### src/rtl/operational_unit_pkg.sv
// ---------------------------------------------------------------------------
// operational_unit_pkg
// Shared definitions for the operational unit datapath: the control-word
// width shared with the control unit and microcode generator, the bit
// offsets/widths of every control-word field, and the ALU opcode encoding.
// ---------------------------------------------------------------------------
package operational_unit_pkg;

  localparam int CONTROL_WIDTH = 17;

  localparam int ALU_OP_LSB  = 14;
  localparam int ALU_OP_W    = 3;
  localparam int A_SEL_LSB   = 12;
  localparam int A_SEL_W     = 2;
  localparam int B_SEL_LSB   = 10;
  localparam int B_SEL_W     = 2;
  localparam int DST_LSB     = 8;
  localparam int DST_W       = 2;
  localparam int REG_WE_BIT  = 7;
  localparam int FLAG_WE_BIT = 6;
  localparam int B_IMM_BIT   = 5;
  localparam int B_IN_BIT    = 4;
  localparam int OUT_WE_BIT  = 3;
  localparam int IMM_LSB     = 0;
  localparam int IMM_W       = 3;

  localparam int NUM_REGS    = 4;

  typedef enum logic [ALU_OP_W-1:0] {
    ALU_PASS = 3'b000,
    ALU_ADD  = 3'b001,
    ALU_SUB  = 3'b010,
    ALU_AND  = 3'b011,
    ALU_OR   = 3'b100,
    ALU_XOR  = 3'b101,
    ALU_SHL  = 3'b110,
    ALU_SHR  = 3'b111
  } aluOp_t;

endpackage

### src/rtl/operational_unit_if.sv
// ---------------------------------------------------------------------------
// operational_unit_if
// Bundles the control-unit-facing signals of the operational unit.
//   control_bus    : micro-operation word from the control unit
//   data_in        : external operand
//   data_out       : registered output port
//   data_out_valid : one-cycle strobe after data_out is loaded
//   carry_flag     : registered carry/borrow flag
//   zero_flag      : registered zero flag
// master = control side (drives control_bus/data_in), slave = datapath.
// ---------------------------------------------------------------------------
interface operational_unit_if
  import operational_unit_pkg::*;
#(
  parameter int WIDTH = 8
);

  logic [CONTROL_WIDTH-1:0] control_bus;
  logic [WIDTH-1:0]         data_in;
  logic [WIDTH-1:0]         data_out;
  logic                     data_out_valid;
  logic                     carry_flag;
  logic                     zero_flag;

  modport master (
    output control_bus,
    output data_in,
    input  data_out,
    input  data_out_valid,
    input  carry_flag,
    input  zero_flag
  );

  modport slave (
    input  control_bus,
    input  data_in,
    output data_out,
    output data_out_valid,
    output carry_flag,
    output zero_flag
  );

endinterface

### src/rtl/operational_unit_alu.sv
// ---------------------------------------------------------------------------
// arithmetic_logic_unit
// Purely combinational WIDTH-bit unsigned ALU.
//   a, b   : operands
//   op     : operation select (aluOp_t)
//   result : WIDTH-bit wrap-around result
//   carry  : carry out for ADD, borrow for SUB, shifted-out bit for
//            SHL/SHR, zero for PASS and the logic operations
// ---------------------------------------------------------------------------
module arithmetic_logic_unit
  import operational_unit_pkg::*;
#(
  parameter int WIDTH = 8
) (
  input  logic [WIDTH-1:0] a,
  input  logic [WIDTH-1:0] b,
  input  aluOp_t           op,
  output logic [WIDTH-1:0] result,
  output logic             carry
);

  logic [WIDTH:0] w_sum;

  // The extra top bit of the widened sum is the carry out of bit WIDTH-1.
  assign w_sum = {1'b0, a} + {1'b0, b};

  // Select the result and carry for the requested operation. The borrow for
  // SUB is taken from an unsigned compare rather than the subtractor so it
  // reads directly as "A is smaller than B".
  always_comb begin
    result = '0;
    carry  = 1'b0;
    case (op)
      ALU_PASS: result = b;
      ALU_ADD: begin
        result = w_sum[WIDTH-1:0];
        carry  = w_sum[WIDTH];
      end
      ALU_SUB: begin
        result = a - b;
        carry  = (a < b);
      end
      ALU_AND: result = a & b;
      ALU_OR:  result = a | b;
      ALU_XOR: result = a ^ b;
      ALU_SHL: begin
        result = {a[WIDTH-2:0], 1'b0};
        carry  = a[WIDTH-1];
      end
      ALU_SHR: begin
        result = {1'b0, a[WIDTH-1:1]};
        carry  = a[0];
      end
      default: begin
        result = '0;
        carry  = 1'b0;
      end
    endcase
  end

endmodule

### src/rtl/operational_unit.sv
// ---------------------------------------------------------------------------
// operational_unit
// Datapath counterpart of the microprogrammed control unit. Executes one
// register-transfer micro-operation per clock on a 4-entry register file.
//   clock : rising-edge system clock
//   reset : asynchronous active-high, clears registers, flags and output
//   bus   : operational_unit_if.slave (control_bus, data_in in;
//           data_out, data_out_valid, carry_flag, zero_flag out)
// An all-zero control word has every write enable clear, so it is a NOP.
// ---------------------------------------------------------------------------
module operational_unit
  import operational_unit_pkg::*;
#(
  parameter int WIDTH = 8
) (
  input  logic                     clock,
  input  logic                     reset,
  operational_unit_if.slave        bus
);

  logic [WIDTH-1:0] r_regFile [NUM_REGS];
  logic [WIDTH-1:0] r_dataOut;
  logic             r_dataOutValid;
  logic             r_carryFlag;
  logic             r_zeroFlag;

  aluOp_t           w_aluOp;
  logic [1:0]       w_aSel;
  logic [1:0]       w_bSel;
  logic [1:0]       w_dst;
  logic             w_regWe;
  logic             w_flagWe;
  logic             w_bImm;
  logic             w_bIn;
  logic             w_outWe;
  logic [IMM_W-1:0] w_imm;
  logic [WIDTH-1:0] w_operandA;
  logic [WIDTH-1:0] w_operandB;
  logic [WIDTH-1:0] w_result;
  logic             w_carry;

  // Split the control word into its fields.
  assign w_aluOp  = aluOp_t'(bus.control_bus[ALU_OP_LSB +: ALU_OP_W]);
  assign w_aSel   = bus.control_bus[A_SEL_LSB +: A_SEL_W];
  assign w_bSel   = bus.control_bus[B_SEL_LSB +: B_SEL_W];
  assign w_dst    = bus.control_bus[DST_LSB +: DST_W];
  assign w_regWe  = bus.control_bus[REG_WE_BIT];
  assign w_flagWe = bus.control_bus[FLAG_WE_BIT];
  assign w_bImm   = bus.control_bus[B_IMM_BIT];
  assign w_bIn    = bus.control_bus[B_IN_BIT];
  assign w_outWe  = bus.control_bus[OUT_WE_BIT];
  assign w_imm    = bus.control_bus[IMM_LSB +: IMM_W];

  // Register reads are combinational, so a same-cycle source that equals
  // the destination sees the value from before this edge's write.
  assign w_operandA = r_regFile[w_aSel];

  // Operand B priority: external data_in, then zero-extended immediate,
  // then the register file.
  always_comb begin
    w_operandB = r_regFile[w_bSel];
    if (w_bIn) begin
      w_operandB = bus.data_in;
    end else if (w_bImm) begin
      w_operandB = {{(WIDTH-IMM_W){1'b0}}, w_imm};
    end
  end

  arithmetic_logic_unit #(
    .WIDTH (WIDTH)
  ) u_alu (
    .a      (w_operandA),
    .b      (w_operandB),
    .op     (w_aluOp),
    .result (w_result),
    .carry  (w_carry)
  );

  // All architectural state updates on one edge: the register write, the
  // flag update and the output latch all see the same pre-edge operands.
  // The flags are only ever loaded here, so they never depend
  // combinationally on control_bus. zero_flag clears to 0 on reset.
  always_ff @(posedge clock or posedge reset) begin
    if (reset) begin
      for (int i = 0; i < NUM_REGS; i++) begin
        r_regFile[i] <= '0;
      end
      r_dataOut      <= '0;
      r_dataOutValid <= 1'b0;
      r_carryFlag    <= 1'b0;
      r_zeroFlag     <= 1'b0;
    end else begin
      if (w_regWe) begin
        r_regFile[w_dst] <= w_result;
      end
      if (w_flagWe) begin
        r_carryFlag <= w_carry;
        r_zeroFlag  <= (w_result == '0);
      end
      if (w_outWe) begin
        r_dataOut <= w_operandA;
      end
      r_dataOutValid <= w_outWe;
    end
  end

  assign bus.data_out       = r_dataOut;
  assign bus.data_out_valid = r_dataOutValid;
  assign bus.carry_flag     = r_carryFlag;
  assign bus.zero_flag      = r_zeroFlag;

endmodule

### src/flat_wrapper.sv
// flat-port wrapper written by rule: the top's interface ports become plain ports
module operational_unit_flat import operational_unit_pkg::*;
#(
  parameter int WIDTH = 8
)
  (clock, reset, bus_control_bus, bus_data_in, bus_data_out, bus_data_out_valid, bus_carry_flag, bus_zero_flag);
  operational_unit_if #(.WIDTH(WIDTH)) bus_i ();
  input  logic clock;
  input  logic reset;
  input wire logic [$bits(bus_i.control_bus)-1:0] bus_control_bus;
  input wire logic [$bits(bus_i.data_in)-1:0] bus_data_in;
  output wire logic [$bits(bus_i.data_out)-1:0] bus_data_out;
  output wire logic [$bits(bus_i.data_out_valid)-1:0] bus_data_out_valid;
  output wire logic [$bits(bus_i.carry_flag)-1:0] bus_carry_flag;
  output wire logic [$bits(bus_i.zero_flag)-1:0] bus_zero_flag;
  assign bus_i.control_bus = bus_control_bus;
  assign bus_i.data_in = bus_data_in;
  assign bus_data_out = bus_i.data_out;
  assign bus_data_out_valid = bus_i.data_out_valid;
  assign bus_carry_flag = bus_i.carry_flag;
  assign bus_zero_flag = bus_i.zero_flag;
  operational_unit #(.WIDTH(WIDTH)) u_core (.clock(clock), .reset(reset), .bus(bus_i));
endmodule
### config.mk
export PLATFORM = sky130hd
export DESIGN_NAME = operational_unit_flat
export DESIGN_NICKNAME = d
export VERILOG_FILES = /design/src/rtl/operational_unit_pkg.sv /design/src/rtl/operational_unit_if.sv /design/src/rtl/operational_unit_alu.sv /design/src/rtl/operational_unit.sv /design/src/flat_wrapper.sv
export SDC_FILE = /design/constraint.sdc
export NUM_CORES = 1
export LEC_CHECK = 0
export ABC_AREA = 1
export CAP_MARGIN = 20
export CORE_ASPECT_RATIO = 1.4
export CORE_MARGIN = 2
export CORE_UTILIZATION = 50
export DETAILED_ROUTE_END_ITERATION = 8
export PLACE_DENSITY = 0.74
export SYNTH_ARGS = -nofsm -noshare
export SYNTH_HDL_FRONTEND = slang
export SYNTH_HIERARCHICAL = 1
export SYNTH_SLANG_ARGS = --single-unit
export TNS_END_PERCENT = 10
### constraint.sdc
create_clock -name clock -period 2.3 [get_ports clock]
set_input_delay 0.23 -clock clock [delete_from_list [all_inputs] [get_ports clock]]
set_output_delay 0.23 -clock clock [all_outputs]
set_load 0.01 [all_outputs]
==> results.txt <==
The run finished, with violations left. The final reports fail on negative setup slack. The routed design has 11,800 um of wire. TritonCTS built the clock tree. For the final design utilization, the log shows 70.6%. Synthesis produced a netlist whose cell count is 561. The tools report the via count of the first global-routing pass as 4,134. The critical path ends at u_core/r_regFile[6]$_DFFE_PP0P_. The depth of the worst register-to-register path is 21, and the power density of the placed cells is 674 nW/um2. At the pin with the least slew margin, the transition time is 551 ps.

Timing would allow up to 401 MHz. The worst setup path is of the in -> reg kind. The number of clock buffers added by TritonCTS is 5. In this run, synthesis produced a sequential element count of 43.

The first global-routing pass estimated 19,100 um of wire. The number of setup violations in the final report is 30. Summing internal, switching and leakage power gives 0.00346 W.

The run gives 740 as the post-layout net count. For the worst-skew pair, the clock arrives at the later sink with an insertion delay of 300 ps. Counting the fill cells in the layout gives 620.

The total core area came out at 7270 um2. For the CTS H-tree depth, the log shows 2. The tree is rooted in a sky130_fd_sc_hd__clkbuf_8.

The tools report the global-route usage over all layers as 29.5%. The share of total power dissipated in the clock network is 13.9%. The HPWL after detailed placement is 9240 um. The shortest period the worst path allows was 2500 ps. The sort of element at the end of the critical path was a flip-flop. Global routing finished with a remaining overflow of 0. The internal portion of total power is 0.00206 W, and the synthesized net count is 614.

The number of antenna-violating nets in the routed design was 0; the sequential power share was 31.0%. The initial detailed-routing violation count was 218; the clock-pin slew of the registers on the worst-case setup and hold paths was 80 ps. Clock tree synthesis found a total of 43 sinks. Hold is met by 383 ps. For the relative slew slack, the log shows 63.3%. The width of the die came out at 76.8 um. In the synthesized netlist the dominant register cell turns out to be sky130_fd_sc_hd__dfrtp_1. Counting distinct cell types in the post-synthesis netlist gives 33. The final routed wire length divided by cell count works out to 15.1 um. The startpoint identified for the worst register-to-register timing path is u_core/r_regFile[8]$_DFFE_PP0P_. Of the cells placed in the final design, the portion with a size suffix greater than 1 is 26.2%. The largest vdd supply drop is 0.658 mV, and the number of DRC violations after detailed routing is 0. The hold violation total from the final report was 0.

Setup repair after global routing could not meet its margin everywhere. The switching component of the power was 0.00140 W; the number of max-slew violations in the final report was 0. Synthesized area divided by synthesized cell count: 6.62 um2.

The repair_antennas step left the layout with diodes totalling 0. The number of enable-type register cells in the synthesized netlist is 0, and the final worst clock skew is 7.94 ps. The share of the Yosys chip area taken by registers is 29.0%. The final critical-path share of the clock period was 109%. Per report_power, the combinational group accounts for 55.1% of the total.

The number of detailed-route iterations in the first pass was 5; the final standard cell count with taps included and fillers excluded was 784. The worst register-to-register path ends at u_core/r_regFile[6]$_DFFE_PP0P_. The count of maximum capacitance violations came out at 0. STA puts the critical path data required time at 2520 ps. The routed via count came out at 4,180. The tools report the number of antenna violations at the first check in global routing as 0. Most common cell after layout, fill and taps aside: sky130_fd_sc_hd__nand2_1.

The die height was 106 um. The floorplan step defined a die boundary enclosing 8140 um2. The slack of the worst reg-to-reg path is -190 ps. The Yosys step of the flow raised 6 warnings. STA classifies the critical path startpoint as an input port. The port buffer count was 37; the leakage power was 2.64 nW. Once the floorplan was initialized, standard cells occupied 51.1% of the core. The share of total power consumed by net switching came out at 40.4%. The critical path starts at bus_control_bus[12]. The congestion estimate from routability-driven global placement came to 0.983. The run gives -196 ps as the slack of the critical path. The library cells used most frequently in the layout, excluding fill and tap cells, are sky130_fd_sc_hd__nand2_1 (187), sky130_fd_sc_hd__buf_4 (93), sky130_fd_sc_hd__inv_1 (66). In this run the count of I/O pins placed on the die edge is 38. STA puts the critical path data arrival time at 2710 ps.

Compared with the post-synthesis result, the final layout area differs by 38.3%. The worst-path maximum fanout was 6; the total instance count after detailed placement was 767. The average via count per standard cell was 5.33; the fraction of registers with async set or reset after synthesis was 100%. In this run, post-CTS hold repair placed 0 buffers. Entering global routing, the biggest net connects 44 pins.

The initialized floorplan defines 37 standard-cell rows. The buffer depth of the longest clock path is 2, and the sum of negative setup slack is -2370 ps. The path class of the tightest hold or removal check is in -> async. The run gives 3710 um2 as the post-synthesis cell area.
-- registers in the layout, indices dropped and copies added, names as in the netlist --
signal / flops
u_core/bus.carry_flag: 1
u_core/bus.zero_flag: 1
u_core/bus.data_out: 8
u_core/bus.data_out_valid: 1
u_core/r_regFile: 32
-- routing by layer --
layer	share of wire [%]	global-route usage (%)	wire length [um]	vias up
met2	53	55.6	6280	167
met3	3.8	2.89	452	50
met5	0	0	0	-
li1	-	-	-	2057
met4	5.5	19.5	649	0
met1	38	30.7	4430	1906
-- stage by stage --
| stage | instance area (um2) | setup WS, ps |
|---|---|---|
| CTS | 5090 | -231 |
| finish | 5130 | -196 |
| floorplan | 3720 | 9.25 |
| global placement | 4790 | -864 |
| global route | 5130 | -366 |
| detailed placement | 4790 | -907 |
-- power by group through the flow --
| stage | registers (W) | clock network (W) | logic, W |
|---|---|---|---|
| 6_report | 0.00107 | 0.000483 | 0.00191 |
| 5_1_grt | 0.00109 | 0.000526 | 0.00210 |
| 4_1_cts | 0.00106 | 0.000497 | 0.00184 |
| 3_5_place_dp | 0.00108 | 0 | 0.00170 |
| 3_3_place_gp | 0.00107 | 0 | 0.00166 |
| 2_1_floorplan | 0.00105 | 0 | 0.000958 |
-- final cells by class --
type | count | area [um2] | share of cell area (%)
sequential | 43 | 1080 | 21.0
multi-input combinational | 423 | 2340 | 45.6
timing repair buffer | 138 | 1210 | 23.5
tap | 97 | 121 | 2.36
clock inverter | 1 | 5.00 | 0.0975
inverter | 76 | 300 | 5.85
clock buffer | 6 | 82.6 | 1.61
-- worst max-delay path, stage by stage --
cell                              delay (ps)
sky130_fd_sc_hd__clkdlybuf4s15_1         240
sky130_fd_sc_hd__bufbuf_16               290
sky130_fd_sc_hd__nand2_1                  50
sky130_fd_sc_hd__nand3_1                  70
sky130_fd_sc_hd__nand2_1                  80
sky130_fd_sc_hd__inv_1                    80
sky130_fd_sc_hd__inv_1                    70
sky130_fd_sc_hd__ha_4                    170
sky130_fd_sc_hd__fa_2                    370
sky130_fd_sc_hd__inv_2                    70
sky130_fd_sc_hd__nand2_2                  60
sky130_fd_sc_hd__nand2_2                  90
sky130_fd_sc_hd__buf_4                   120
sky130_fd_sc_hd__nand3_2                  70
sky130_fd_sc_hd__nand3_2                  60
sky130_fd_sc_hd__nand3_1                  70
sky130_fd_sc_hd__nand2_1                  80
sky130_fd_sc_hd__nor2_1                   40
sky130_fd_sc_hd__nand3_1                  90
sky130_fd_sc_hd__inv_2                    60
sky130_fd_sc_hd__buf_12                  130
sky130_fd_sc_hd__o21ai_2                 120
-- timing repair --
item	CTS	global route
gates cloned	1	0
endpoints found under the setup margin	30	30
resized for setup	45	8
buffers inserted	7	2
pin swaps	20	9
-- how the worst min path moves through the flow --
stage                                      from                                  end  slack [ps]  cells after the start
4_1_cts                                   reset     u_core/r_regFile[24]$_DFFE_PP0P_         410                      3
5_1_grt                                   reset   u_core/bus.data_out[0]$_DFFE_PP0P_         450                      3
2_1_floorplan                bus_control_bus[3]  u_core/bus.data_out_valid$_DFF_PP0_         260                      0
6_report                                  reset     u_core/r_regFile[24]$_DFFE_PP0P_         380                      3
3_5_place_dp   u_core/r_regFile[11]$_DFFE_PP0P_     u_core/r_regFile[11]$_DFFE_PP0P_         500                      2
3_3_place_gp   u_core/r_regFile[12]$_DFFE_PP0P_     u_core/r_regFile[12]$_DFFE_PP0P_         490                      2
-- cell usage after synthesis (2+ instances only) --
| library cell | instances | area [um2] |
|---|---|---|
| sky130_fd_sc_hd__dfrtp_1 | 43 | 1080 |
| sky130_fd_sc_hd__nand2_2 | 2 | 12.5 |
| sky130_fd_sc_hd__nand3_2 | 2 | 20.0 |
| sky130_fd_sc_hd__o21ai_2 | 14 | 123 |
| sky130_fd_sc_hd__buf_6 | 7 | 78.8 |
| sky130_fd_sc_hd__inv_2 | 2 | 7.51 |
| sky130_fd_sc_hd__buf_4 | 2 | 15.0 |
| sky130_fd_sc_hd__buf_2 | 7 | 35.0 |
| sky130_fd_sc_hd__o21ai_1 | 18 | 90.1 |
| sky130_fd_sc_hd__nand3_1 | 67 | 335 |
| sky130_fd_sc_hd__o21ai_0 | 4 | 20.0 |
| sky130_fd_sc_hd__inv_1 | 72 | 270 |
| sky130_fd_sc_hd__a21oi_1 | 15 | 75.1 |
| sky130_fd_sc_hd__o211ai_1 | 4 | 30.0 |
| sky130_fd_sc_hd__nor2_1 | 39 | 146 |
| sky130_fd_sc_hd__or2_2 | 2 | 12.5 |
| sky130_fd_sc_hd__a21oi_2 | 8 | 70.1 |
| sky130_fd_sc_hd__o22ai_1 | 13 | 81.3 |
| sky130_fd_sc_hd__nand4_1 | 8 | 50.1 |
| sky130_fd_sc_hd__ha_1 | 24 | 300 |
| sky130_fd_sc_hd__a31oi_1 | 2 | 12.5 |
| sky130_fd_sc_hd__fa_1 | 2 | 40.0 |
| sky130_fd_sc_hd__nand2_1 | 194 | 728 |
-- logic make-up (layout without fill, tap and decap cells) --
group,Yosys count,after routing,share of synthesized area (%)
and+or+nand+nor,315,315,35.3
buffers and inverters,95,221,12.1
AOI/OAI and AO/OA,81,81,14.2
DFF,43,43,29.0
adders and majority gates,26,26,9.17
muxes,1,1,0.303
(Power assumes the default switching activity.)
